==> src/rtl/cla_adder_design.sv <==
// ---------------------------------------------------------------------------
// cla_adder_design
//
// Purpose
//   Registered two-level carry-lookahead adder. Operands are split into
//   WIDTH/4 four-bit groups. Each group derives its internal carries from
//   bit generate/propagate terms and its own group carry-in using flat
//   lookahead equations. A second-level unit derives every group carry-in
//   directly from the group generate/propagate values and cin. Carries never
//   ripple, either inside a group or between groups. The sum, the block
//   propagate and the block generate are captured one cycle after in_valid.
//
// Parameters
//   WIDTH     operand width in bits; must be a positive multiple of 4.
//
// Ports
//   clk       in   1        clock, rising edge active
//   rst       in   1        asynchronous, active-high reset
//   in_valid  in   1        a, b and cin are meaningful this cycle
//   a         in   WIDTH    unsigned operand A
//   b         in   WIDTH    unsigned operand B
//   cin       in   1        carry-in at bit 0
//   result    out  WIDTH+1  registered sum, MSB is the carry-out
//   out_valid out  1        result holds a freshly captured sum this cycle
//   group_p   out  1        registered AND of all bit propagates
//   group_g   out  1        registered carry-out of a + b with cin forced to 0
//
// Handshake
//   Valid-only, no backpressure: there is no ready signal and the block
//   accepts every cycle. A rising edge that samples in_valid=1 loads result,
//   group_p and group_g and raises out_valid for exactly the following cycle.
//   A rising edge that samples in_valid=0 clears out_valid and leaves the
//   data outputs holding their previous values. Back-to-back valid inputs
//   produce back-to-back out_valid pulses in the same order. Reset clears
//   everything at once, so a sum in flight when rst rises is discarded.
// ---------------------------------------------------------------------------
module cla_adder_design #(
  parameter int WIDTH = 4
) (
  input  logic             clk,
  input  logic             rst,
  input  logic             in_valid,
  input  logic [WIDTH-1:0] a,
  input  logic [WIDTH-1:0] b,
  input  logic             cin,
  output logic [WIDTH:0]   result,
  output logic             out_valid,
  output logic             group_p,
  output logic             group_g
);

  localparam int NG = WIDTH / 4;

  // Bit-level terms.
  logic [WIDTH-1:0] g;      // generate  g[i] = a[i] & b[i]
  logic [WIDTH-1:0] p;      // propagate p[i] = a[i] ^ b[i]
  logic [WIDTH-1:0] c;      // carry into bit i
  logic [WIDTH-1:0] s;      // sum bits

  // Group-level terms.
  logic [NG-1:0]    gg;     // group generate
  logic [NG-1:0]    gp;     // group propagate
  logic [NG-1:0]    gc;     // group carry-in from the second level

  // Block-level terms.
  logic             cout;   // carry into bit WIDTH
  logic             blk_g;  // carry-out with cin forced to 0
  logic             blk_p;  // every bit propagates
  logic [WIDTH:0]   sum;

  assign g = a & b;
  assign p = a ^ b;

  // -------------------------------------------------------------------------
  // First level: one lookahead block per 4-bit group. Each carry is written
  // as a sum of products over the group's g/p terms and the group carry-in,
  // so no carry depends on another carry inside the group.
  // -------------------------------------------------------------------------
  for (genvar k = 0; k < NG; k++) begin : g_group
    localparam int B = 4 * k;

    logic c0;
    assign c0 = gc[k];

    assign c[B]   = c0;
    assign c[B+1] = g[B]
                  | (p[B] & c0);
    assign c[B+2] = g[B+1]
                  | (p[B+1] & g[B])
                  | (p[B+1] & p[B] & c0);
    assign c[B+3] = g[B+2]
                  | (p[B+2] & g[B+1])
                  | (p[B+2] & p[B+1] & g[B])
                  | (p[B+2] & p[B+1] & p[B] & c0);

    // Group carry-out would be gg | gp & c0; the second level computes it
    // in flat form instead, so only GG/GP leave the group.
    assign gp[k] = p[B+3] & p[B+2] & p[B+1] & p[B];
    assign gg[k] = g[B+3]
                 | (p[B+3] & g[B+2])
                 | (p[B+3] & p[B+2] & g[B+1])
                 | (p[B+3] & p[B+2] & p[B+1] & g[B]);
  end

  // -------------------------------------------------------------------------
  // Second level: carry into group n as a flat sum of products
  //   C(n) = GG[n-1] | GP[n-1]GG[n-2] | ... | GP[n-1]..GP[0]c0
  // Each call is evaluated with a constant n, so every group carry is an
  // independent two-level expression rather than a chain through C(n-1).
  // With a single group C(0) is just c0 and C(1) is the block carry-out.
  // -------------------------------------------------------------------------
  function automatic logic lookahead(input logic [NG-1:0] ggv,
                                     input logic [NG-1:0] gpv,
                                     input logic          c0,
                                     input int            n);
    logic carry;
    logic term;
    carry = 1'b0;
    for (int j = 0; j < n; j++) begin
      term = ggv[j];
      for (int m = j + 1; m < n; m++) begin
        term = term & gpv[m];
      end
      carry = carry | term;
    end
    term = c0;
    for (int m = 0; m < n; m++) begin
      term = term & gpv[m];
    end
    carry = carry | term;
    return carry;
  endfunction

  always_comb begin
    gc = '0;
    for (int k = 0; k < NG; k++) begin
      gc[k] = lookahead(gg, gp, cin, k);
    end
  end

  assign cout  = lookahead(gg, gp, cin,  NG);
  assign blk_g = lookahead(gg, gp, 1'b0, NG);
  assign blk_p = &gp;

  assign s   = p ^ c;
  assign sum = {cout, s};

  // -------------------------------------------------------------------------
  // Output register. Data outputs only load on an accepted input, so they
  // hold across gaps in in_valid; out_valid simply mirrors the last sample.
  // -------------------------------------------------------------------------
  always_ff @(posedge clk or posedge rst) begin
    if (rst) begin
      result    <= '0;
      out_valid <= 1'b0;
      group_p   <= 1'b0;
      group_g   <= 1'b0;
    end else begin
      out_valid <= in_valid;
      if (in_valid) begin
        result  <= sum;
        group_p <= blk_p;
        group_g <= blk_g;
      end
    end
  end

endmodule

==> config.mk <==
export PLATFORM = sky130hd
export DESIGN_NAME = cla_adder_design
export DESIGN_NICKNAME = d
export VERILOG_FILES = /design/src/rtl/cla_adder_design.sv
export SDC_FILE = /design/constraint.sdc
export NUM_CORES = 1
export LEC_CHECK = 0
export ABC_AREA = 1
export ABC_CLOCK_PERIOD_IN_PS = 900
export BUFFER_PORTS_ARGS = -buffer_cell sky130_fd_sc_hd__buf_2
export CORE_ASPECT_RATIO = 1.1
export CORE_MARGIN = 2
export CORE_UTILIZATION = 30
export DETAILED_ROUTE_END_ITERATION = 7
export PLACE_DENSITY = 0.51
export SYNTH_ARGS = -nofsm -noshare
export SYNTH_HDL_FRONTEND = slang
export SYNTH_SLANG_ARGS = --single-unit
==> constraint.sdc <==
create_clock -name clk -period 0.9 [get_ports clk]
set_input_delay 0.18 -clock clk [delete_from_list [all_inputs] [get_ports clk]]
set_output_delay 0.18 -clock clk [all_outputs]
set_load 0.01 [all_outputs]
## Yosys cells after proc, flatten, opt, wreduce, memory -nomap -nowiden

Cells that the tools add are included.

- Register bits: 8
- Input port bits: 12
- Output and inout port bits: 8
- Logic and storage cells: 33

- Bitwise operators: 29

Operators with widths:

| cell | count |
|---|---|
| bitwise AND 1 bit | 16 |
| bitwise OR 1 bit | 10 |
| bitwise XOR 4 bit | 2 |
| bitwise AND 4 bit | 1 |

## Logic depth before layout (Yosys ltp)

Gate-level depths: netlist (run 1).

- Depth after elaboration: 6
- Mapped depth: 8

## Least setup slack after synthesis (run 1)

Ideal clock, no wire load.

- Kind: input -> register
- Start: input port a[2]
- End: register result[3]
- Arrival: 0.942 ns
- Required time: 0.783 ns
- Slack: -0.160 ns
- Stages on the path: 6
- Path buffers: 0
- Path through: ha_1 -> or2_0 -> nand2_1 -> nand3_1 -> nand3_1 -> nand2_1

- Cells in the longest elaborated chain, start to end: 6

RTL lines:

| item | RTL line | source |
|---|---|---|
| from (decl) | 43 | `input logic [WIDTH-1:0] a,` |
| bitwise XOR 4 bit | 72 | `assign p = a ^ b;` |
| bitwise AND 1 bit, on equally long branches | 92, 93, 94 |  |
| bitwise OR 1 bit (tied with other cells) | 92 | `\| (p[B+2] & g[B+1])` |
| bitwise OR 1 bit / bitwise AND 1 bit (equally long branches) | 93, 94 |  |
| bitwise OR 1 bit * | 94 | `\| (p[B+2] & p[B+1] & p[B] & c0);` |
| bitwise XOR 4 bit * | 145 | `assign s = p ^ c;` |
| to (signal assigned) | 161 | `result <= sum;` |
| to (decl) | 46 | `output logic [WIDTH:0] result,` |

Mark *: on every way between the ends. The rest lies on a longest branch, timed or not.
A chain may end at the register's enable or synchronous reset.

## Worst setup path in the final report (run 1)

- Start: register result[3]
- End: output port result[3]

No word-level cell between the ends.

==> results.sh, run 1 <==
export IMPL_clock_sinks=8
export IMPL_r2r_end="result[3]"
export IMPL_postRouteAntennaNets=0
export IMPL_critical_path_top_delay_family="flip-flops"
export IMPL_cp_max_fo=2
export IMPL_cts_root_buf="clkbuf_4"
export IMPL_rsz0062_at_grt="true"
export IMPL_setup_slack_ns=-0.0380
export IMPL_critPathBufInv=1
export IMPL_min_period_over_period=1.04
export IMPL_die_y_um=45.1
export IMPL_period_minus_slack_ns=0.938
export IMPL_slew_violations=0
export IMPL_hold_ws_ns=0.110
export IMPL_worst_slew_pin_slew_ns=0.314
export IMPL_grt_overflow=0
export IMPL_p_comb_frac=0.357
export IMPL_num_antenna_cells=0
export IMPL_dp_cells=94
export IMPL_crit_required_ns=0.72
export IMPL_num_io_pins=20
export IMPL_path_clk_slew_ns=0.05
export IMPL_final_area_sq_um=754
export IMPL_cts_tree="built"
export IMPL_antenna_found_initial=0
export IMPL_pre_cts_slack_ns=-0.225
export IMPL_totalWireLength_um=1020
export IMPL_critPathCaptureType="primary output"
export IMPL_power_mw=1.07
export IMPL_syn2layout_area_growth_pct=63.4
export IMPL_grt_usage=0.127
export IMPL_ys_seq_area_frac=0.434
export IMPL_yosys_top_cells_area="dfrtp_1, nand2_1, ha_1"
export IMPL_power_density_nw_per_um2=1420
export IMPL_avgViaCountPerCell=4.53
export IMPL_critPathSlowestCell="dfrtp_1"
export IMPL_syn_cell_area_sq_um=462
export IMPL_p_leak_nw=0.392
export IMPL_setup_viol=8
export IMPL_violations="negative setup slack"
export IMPL_cp_cell_sequence="buf_2"
export IMPL_numCtsBuffers=3
export IMPL_grt_max_degree=11
export IMPL_r2r_cells=4
export IMPL_cellInternalPower_uw=762
export IMPL_min_path_cells=1
export IMPL_place_detailed_hpwl_um=797
export IMPL_min_to="out_valid"
export IMPL_rows=14
export IMPL_fp_dieArea_sq_um=1870
export IMPL_io_buffers=19
export IMPL_pwr_share_clk=0.245
export IMPL_synth_top_cell_by_area="dfrtp_1"
export IMPL_finalHoldViolations=0
export IMPL_ir_worst_vdd_v=0.000580
export IMPL_yosys_register_bits=8
export IMPL_finalWeightedCongestion=0.753
export IMPL_regToRegStartpoint="result[3]"
export IMPL_fin_cells=103
export IMPL_max_clock_freq_ghz=1.07
export IMPL_path_class="flop to primary output"
export IMPL_power_switching_uw=313
export IMPL_start_kind="flop"
export IMPL_cap_violations=0
export IMPL_worst_hold_path_type="primary input to flop"
export IMPL_ys_warn_count=0
export IMPL_initial_core_util=0.329
export IMPL_placed_area_sq_um=661
export IMPL_critical_path_max_stage_delay_ns=0.37
export IMPL_synth_area_per_cell_sq_um=8.24
export IMPL_status="finished, violations left"
export IMPL_synth_nets=73
export IMPL_pwr_share_seq=0.398
export IMPL_die_width_um=41.4
export IMPL_drive_gt1_frac=0.483
export IMPL_clk_path_buf_depth=2
export IMPL_grt_pass1_vias=451
export IMPL_slew_headroom=0.791
export IMPL_swShare=0.291
export IMPL_coreArea_sq_um=1400
export IMPL_netlist_instances=56
export IMPL_grt_first_pass_wirelength_um=1790
export IMPL_hp_start="in_valid"
export IMPL_via_count=467
export IMPL_r2r_setup_slack_ns=0.07
export IMPL_final_nets=106
export IMPL_clk_latency_ns=0.25
export IMPL_clock_skew_ns=0
export IMPL_netlist_area_leader_share=0.434
export IMPL_arrival_ns=0.76
export IMPL_drc=0
export IMPL_synth_cell_types=15
export IMPL_routedWlPerCell_um=9.91
export IMPL_fill_cells=140
export IMPL_h_tree_depth=1
export IMPL_dr_first_iter_drc_count=7
export IMPL_firstDrtPassIters=4
## cells in the final DEF (no fill, tap or decap), drive strengths merged
cell	count
ha	4
clkbuf	3
nand3b	1
nand3	5
o21ai	3
dlygate4sd3	1
fa	1
nor2	2
buf	27
o22ai	1
nand2	18
dfrtp	8
nand4	1
a21oi	3
inv	7
or2	1
xor2	1
## sequential cells by signal (all words and copies together) (netlist names)
signal / flops
result: 5
out_valid: 1
group_p: 1
group_g: 1
## final cells by class
type | instances | area (sq um) | share of cell area
inverter | 7 | 33.8 | 0.0448
tap | 16 | 20.0 | 0.0265
sequential | 8 | 200 | 0.265
clock buffer | 3 | 22.5 | 0.0299
timing repair buffer | 28 | 171 | 0.227
multi-input combinational | 41 | 307 | 0.406
## Yosys cell counts
master and n:
fa_1 1, a21oi_1 3, nand3b_1 1, nand4_1 1, o22ai_1 1, or2_0 1
dfrtp_1 8, inv_1 6, nor2_1 2, nand2_1 18, nand3_1 5, ha_1 4
xor2_1 1, o21ai_0 3, inv_2 1
## through the flow
stage	util	TNS (ns)
global placement	0.471	-1.21
floorplan	-	-0.0636
global route	0.538	-0.482
detailed placement	0.471	-1.27
finish	0.538	-0.228
CTS	0.511	-0.326
## how the worst max path moves through the flow
stage | start | endpoint | slack [ns] | cells after the start
floorplan | a[2] | result[3] | -0.06 | 6
global placement | a[0] | result[3] | -0.22 | 7
detailed placement | a[0] | result[3] | -0.22 | 7
CTS | result[4] | result[4] | -0.05 | 1
global route | result[4] | result[4] | -0.07 | 1
finish | result[3] | result[3] | -0.04 | 1
## metal layers
metal | wire (um) | up-vias | GRT usage
met2 | 475 | 15 | 0.197
met4 | 19 | 0 | 0.116
met3 | 60 | 2 | 0.0160
met1 | 465 | 204 | 0.156
met5 | 0 | - | 0
li1 | - | 246 | -
## power groups by stage
stage	Sequential [mW]	Combinational, mW	Clock, mW
finish	0.427	0.384	0.263
global route	0.431	0.435	0.297
CTS	0.426	0.354	0.280
detailed placement	0.434	0.319	0
global placement	0.433	0.314	0
floorplan	0.460	0.161	0
## timing repair
item | 4_1_cts | 5_1_grt
setup endpoints to repair | 8 | 11
setup buffers | 3 | 2
pin swaps | 0 | 5
hold endpoints to repair | 8 | 0
gates resized for setup | 0 | 4
hold buffers | 1 | 0
## logic make-up after synthesis
kind of cell | after synthesis | share of synthesized area
adder cells (fa/ha/maj) | 5 | 0.152
AND/OR/NAND/NOR | 28 | 0.260
buffers and inverters | 7 | 0.0569
AO/OA/AOI/OAI | 7 | 0.0786
flip-flops | 8 | 0.434
XOR/XNOR | 1 | 0.0190
(Power assumes the default switching activity.)
==> inputs of run 2 (changes only) <==
--- a/config.mk
+++ b/config.mk
@@ -5,14 +5,14 @@
 export SDC_FILE = /design/constraint.sdc
 export NUM_CORES = 1
 export LEC_CHECK = 0
-export ABC_AREA = 1
 export ABC_CLOCK_PERIOD_IN_PS = 900
 export BUFFER_PORTS_ARGS = -buffer_cell sky130_fd_sc_hd__buf_2
 export CORE_ASPECT_RATIO = 1.1
 export CORE_MARGIN = 2
 export CORE_UTILIZATION = 30
 export DETAILED_ROUTE_END_ITERATION = 7
-export PLACE_DENSITY = 0.51
+export PLACE_DENSITY = 0.5
 export SYNTH_ARGS = -nofsm -noshare
 export SYNTH_HDL_FRONTEND = slang
 export SYNTH_SLANG_ARGS = --single-unit
+export TNS_END_PERCENT = 5
==> run 2 against run 1 <==
Compared with the run above:
- largest cell class unchanged
- routed wire length up 18%
- clock-buffer cell count unchanged
- the run still ends with negative setup slack left
- sequential power up 2%
- final cell count down 1.9%
- non-clock buffer count up 2
- via count up 6.6%
- sequential cell count unchanged
- core utilization down 2.3 points
- design area up 7.6%
- die area up 9.8%
- worst hold slack better by 0.020 ns
==> results.sh, run 2 <==
export IMPL_yosys_top_cells_count="dfrtp_1, inv_1, a21oi_1, ha_1, nand2_1"
export IMPL_grt_overflow=0
export IMPL_crit_required_ns=0.72
export IMPL_h_tree_depth=1
export IMPL_hold_ws_ns=0.129
export IMPL_netlist_area_leader_share=0.391
export IMPL_synth_cell_types=26
export IMPL_largest_register="result"
export IMPL_worst_slew_pin_slew_ns=0.305
export IMPL_yosys_register_bits=8
export IMPL_final_nets=103
export IMPL_rows=15
export IMPL_place_detailed_hpwl_um=978
export IMPL_fin_setup_tns_ns=-0.355
export IMPL_grt_pass1_vias=445
export IMPL_cts_tree="built"
export IMPL_critical_path_max_stage_delay_ns=0.38
export IMPL_p_leak_nw=0.399
export IMPL_fp_dieArea_sq_um=2050
export IMPL_avgViaCountPerCell=4.93
export IMPL_min_path_cells=1
export IMPL_max_clock_freq_ghz=1.05
export IMPL_setup_viol=11
export IMPL_async_flop_share=1.00
export IMPL_final_cell_mix="buf_2, buf_4, dfrtp_1"
export IMPL_ys_flop_type="dfrtp_1"
export IMPL_hp_start="in_valid"
export IMPL_firstDrtPassIters=4
export IMPL_placed_area_sq_um=739
export IMPL_regToRegStartpoint="result[3]"
export IMPL_clk_path_buf_depth=2
export IMPL_critPathSlowestCell="dfrtp_1"
export IMPL_critPathCaptureType="primary output"
export IMPL_die_width_um=43.4
export IMPL_status="finished, violations left"
export IMPL_coreArea_sq_um=1580
export IMPL_path_class="flop to primary output"
export IMPL_via_count=498
export IMPL_cap_violations=0
export IMPL_synth_top_cell_by_area="dfrtp_1"
export IMPL_dr_first_iter_drc_count=9
export IMPL_path_clk_slew_ns=0.05
export IMPL_synth_edff_count=0
export IMPL_final_area_sq_um=812
export IMPL_grt_max_degree=9
export IMPL_min_period_over_period=1.06
export IMPL_period_minus_slack_ns=0.950
export IMPL_drc=0
export IMPL_pre_cts_slack_ns=-0.344
export IMPL_slew_headroom=0.797
export IMPL_largest_register_ffs=5
export IMPL_grt_usage=0.125
export IMPL_drive_gt1_frac=0.488
export IMPL_clock_sinks=8
export IMPL_fill_cells=161
export IMPL_final_common_cell="buf_2"
export IMPL_initial_core_util=0.325
export IMPL_setup_slack_ns=-0.0501
export IMPL_ys_warn_count=0
export IMPL_cp_cell_sequence="buf_2"
export IMPL_finalHoldViolations=0
export IMPL_clock_skew_ns=0
export IMPL_rsz0062_at_grt="true"
export IMPL_numCtsBuffers=3
export IMPL_dp_cells=96
export IMPL_synth_area_per_cell_sq_um=9.66
export IMPL_ys_seq_area_frac=0.391
export IMPL_arrival_ns=0.77
export IMPL_netlist_instances=53
export IMPL_clk_latency_ns=0.25
export IMPL_r2r_setup_slack_ns=0.07
export IMPL_critical_path_top_delay_family="flip-flops"
export IMPL_num_io_pins=20
export IMPL_violations="negative setup slack"
export IMPL_ir_worst_vdd_v=0.000486
export IMPL_num_antenna_cells=0
export IMPL_syn_cell_area_sq_um=512
export IMPL_cts_root_buf="clkbuf_4"
export IMPL_routedWlPerCell_um=12.0
export IMPL_antenna_found_initial=0
export IMPL_synth_nets=70
export IMPL_cp_max_fo=2
export IMPL_totalWireLength_um=1210
export IMPL_syn2layout_area_growth_pct=58.7
export IMPL_fin_cells=101
export IMPL_worst_hold_path_type="primary input to flop"
export IMPL_start_kind="flop"
export IMPL_grt_first_pass_wirelength_um=1810
export IMPL_r2r_cells=3
export IMPL_min_to="out_valid"
export IMPL_io_buffers=19
export IMPL_die_y_um=47.3
export IMPL_yosysMostFrequentCell="dfrtp_1"
export IMPL_critPathBufInv=1
export IMPL_power_density_nw_per_um2=1370
export IMPL_finalWeightedCongestion=0.829
export IMPL_yosys_top_cells_area="dfrtp_1, ha_1, a21o_1"
export IMPL_r2r_end="result[3]"
export IMPL_slew_violations=0
export IMPL_postRouteAntennaNets=0
[run 2: metal layers]
layer,routed length [um],share of wire,GRT usage
met5,0,0,0
met4,19,0.016,0.103
met3,73,0.060,0.0192
met2,547,0.45,0.200
met1,567,0.47,0.151
[run 2: cells by family (layout without fill, tap and decap cells)]
family / after synthesis / after routing / share of synthesized area
flip-flops: 8 / 8 / 0.391
AND/OR/NAND/NOR: 14 / 14 / 0.137
AO/OA/AOI/OAI: 15 / 15 / 0.208
adder cells (fa/ha/maj): 5 / 5 / 0.137
buffers and inverters: 8 / 39 / 0.0685
XOR/XNOR: 1 / 1 / 0.0171
multiplexers: 2 / 2 / 0.0416
[run 2: stage by stage]
stage           util  total power [mW]
5_1_grt        0.515              1.19
3_5_place_dp   0.469             0.827
3_3_place_gp   0.469             0.824
6_report       0.515              1.12
2_1_floorplan      -             0.672
4_1_cts        0.515              1.13
[run 2: repair_timing]
item                                   CTS  global route
hold buffers                             1             0
setup endpoints to repair               11            12
cloned                                   0             0
gates resized for setup                  8             0
pin swaps                                6             4
buffers inserted                         1             0
endpoints found under the hold margin    8             0
[run 2: where the power goes]
part	internal [mW]	leakage, nW	total [mW]	switching [mW]
clock network	0.152	0.0138	0.271	0.118
registers	0.412	0.0963	0.437	0.0252
logic	0.222	0.289	0.409	0.187
[run 2: cell type report]
class	instances	area, sq um	area share
clock buffer	3	22.5	0.0277
timing repair buffer	30	209	0.257
tap	17	21.3	0.0262
inverter	6	22.5	0.0277
sequential	8	200	0.247
multi-input combinational	37	337	0.414
[run 2: how the worst max path moves through the flow]
| stage | slack (ns) | depth (start not counted) | to | from |
|---|---|---|---|---|
| 3_5_place_dp | -0.34 | 5 | result[2] | a[0] |
| 2_1_floorplan | -0.16 | 4 | result[2] | a[0] |
| 6_report | -0.05 | 1 | result[3] | result[3] |
| 3_3_place_gp | -0.32 | 5 | result[2] | a[0] |
| 4_1_cts | -0.06 | 5 | result[2] | b[0] |
| 5_1_grt | -0.08 | 1 | result[3] | result[3] |
==> inputs of run 3 (changes only) <==
--- a/config.mk
+++ b/config.mk
@@ -5,13 +5,16 @@
 export SDC_FILE = /design/constraint.sdc
 export NUM_CORES = 1
 export LEC_CHECK = 0
+export ABC_AREA = 1
 export ABC_CLOCK_PERIOD_IN_PS = 900
 export BUFFER_PORTS_ARGS = -buffer_cell sky130_fd_sc_hd__buf_2
 export CORE_ASPECT_RATIO = 1.1
 export CORE_MARGIN = 2
 export CORE_UTILIZATION = 30
+export CTS_CLUSTER_SIZE = 10
 export DETAILED_ROUTE_END_ITERATION = 7
-export PLACE_DENSITY = 0.5
+export PLACE_DENSITY = 0.51
+export SETUP_SLACK_MARGIN = 0.4
 export SYNTH_ARGS = -nofsm -noshare
 export SYNTH_HDL_FRONTEND = slang
 export SYNTH_SLANG_ARGS = --single-unit
==> run 3 against run 2 <==
Compared with the run above:
- the run ends with negative hold slack, negative setup slack left
- routed wire length is 10% lower
- maximum frequency is 0.82% higher
- sequential share of layout area is 0.34 points lower
- clock power is 3% lower
- global-route usage is 0.19 points higher
- combinational power is 3% higher
- critical path depth stayed put
- worst setup slack better by 0.0078 ns
==> results.sh, run 3 (same netlist as run 1, synthesis figures left out) <==
export IMPL_status="finished, violations left"
export IMPL_violations="negative hold slack, negative setup slack"
export IMPL_io_buffers=19
export IMPL_clk_latency_ns=0.25
export IMPL_critical_path_max_stage_delay_ns=0.38
export IMPL_syn2layout_area_growth_pct=78.3
export IMPL_grt_pass1_vias=470
export IMPL_initial_core_util=0.329
export IMPL_slew_violations=0
export IMPL_postLayoutCoreUtil=0.588
export IMPL_antenna_found_initial=0
export IMPL_period_minus_slack_ns=0.942
export IMPL_coreArea_sq_um=1400
export IMPL_setup_slack_ns=-0.0423
export IMPL_die_y_um=45.1
export IMPL_cp_cell_sequence="buf_2"
export IMPL_cts_root_buf="clkbuf_4"
export IMPL_critPathCaptureType="primary output"
export IMPL_finalWeightedCongestion=0.670
export IMPL_max_clock_freq_ghz=1.06
export IMPL_critPathSlowestCell="dfrtp_1"
export IMPL_grt_overflow=0
export IMPL_worst_slew_pin_slew_ns=0.303
export IMPL_hold_ws_ns=-0.131
export IMPL_grt_usage=0.127
export IMPL_largest_register="result"
export IMPL_min_period_over_period=1.05
export IMPL_num_io_pins=20
export IMPL_critPathBufInv=1
export IMPL_setup_viol=8
export IMPL_cap_violations=0
export IMPL_postRouteAntennaNets=0
export IMPL_path_clk_slew_ns=0.05
export IMPL_path_class="flop to primary output"
export IMPL_start_kind="flop"
export IMPL_cp_max_fo=2
export IMPL_totalWireLength_um=1080
export IMPL_h_tree_depth=1
export IMPL_fin_cells=102
export IMPL_finalHoldViolations=8
export IMPL_routedWlPerCell_um=10.6
export IMPL_p_leak_nw=0.408
export IMPL_worst_hold_path_type="primary input to async pin"
export IMPL_final_common_cell="nand2_1"
export IMPL_firstDrtPassIters=4
export IMPL_grt_max_degree=11
export IMPL_clk_path_buf_depth=2
export IMPL_fill_cells=131
export IMPL_rows=14
export IMPL_final_nets=105
export IMPL_final_area_sq_um=823
export IMPL_clock_sinks=8
export IMPL_placed_area_sq_um=631
export IMPL_place_detailed_hpwl_um=805
export IMPL_num_antenna_cells=0
export IMPL_largest_register_ffs=5
export IMPL_rsz0062_at_grt="true"
export IMPL_crit_required_ns=0.72
export IMPL_drc=0
export IMPL_numCtsBuffers=3
export IMPL_slew_headroom=0.798
export IMPL_via_count=497
export IMPL_drive_gt1_frac=0.535
export IMPL_cts_tree="built"
export IMPL_ir_worst_vdd_v=0.000552
export IMPL_pre_cts_slack_ns=-0.221
export IMPL_power_density_nw_per_um2=1350
export IMPL_die_width_um=41.4
export IMPL_clock_skew_ns=0
export IMPL_dr_first_iter_drc_count=11
export IMPL_dp_cells=94
export IMPL_avgViaCountPerCell=4.87
export IMPL_grt_first_pass_wirelength_um=1810
export IMPL_arrival_ns=0.76
export IMPL_fp_dieArea_sq_um=1870
export IMPL_final_cell_mix="nand2_1, buf_2, dfrtp_1"
export IMPL_critical_path_top_delay_family="flip-flops"
-- run 3: cell types whose count changed in the layout (fill, tap and decap cells not counted), moves of 3 or more --
cell / before / now
nand2_1: 4 / 17
a21o_1: 3 / 0
buf_2: 15 / 12
buf_4: 10 / 7
buf_6: 3 / 6
-- run 3: final timing paths --
kind	from	end	slack, ns	depth (start not counted)
worst max-delay path	result[4]	result[4]	-0.04	1
worst min-delay path	rst	group_g	-0.13	2
worst max register to register	result[3]	result[3]	0.06	4
worst min register to register	result[2]	result[2]	0.47	2
max in group asynchronous	rst	result[4]	0.80	2
min in group clk	in_valid	out_valid	0.13	1
-- run 3: layout make-up --
cell class                      instances  area (sq um)  area share
Multi-Input combinational cell         41           339       0.412
Timing Repair Buffer                   27           210       0.255
Sequential cell                         8           200       0.243
Inverter                                7          31.3      0.0380
Clock buffer                            3          22.5      0.0274
Tap cell                               16          20.0      0.0243
-- run 3: timing repair --
item                                    4_1_cts  5_1_grt
setup buffers                                 1        4
endpoints found under the hold margin         8        8
resized for setup                            24        4
pin swaps                                    24       14
endpoints found under the setup margin       15       15
-- run 3: power breakdown --
group | switching (mW) | internal, mW
registers | 0.0210 | 0.407
clock network | 0.110 | 0.152
logic | 0.196 | 0.228
total | 0.327 | 0.787
-- run 3: metrics by stage --
stage | setup TNS, ns | total power [mW]
4_1_cts | -0.353 | 1.09
2_1_floorplan | -0.180 | 0.607
6_report | -0.245 | 1.11
5_1_grt | -0.560 | 1.20
3_3_place_gp | -1.20 | 0.729
3_5_place_dp | -1.21 | 0.733
-- run 3: per-layer routing --
metal | global-route usage | up-vias | wire length (um) | share of wire
met3 | 0.0200 | 2 | 73 | 0.067
met1 | 0.131 | 231 | 430 | 0.40
met4 | 0.0968 | 0 | 12 | 0.011
met2 | 0.234 | 21 | 565 | 0.52
met5 | 0 | - | 0 | 0
li1 | - | 243 | - | -
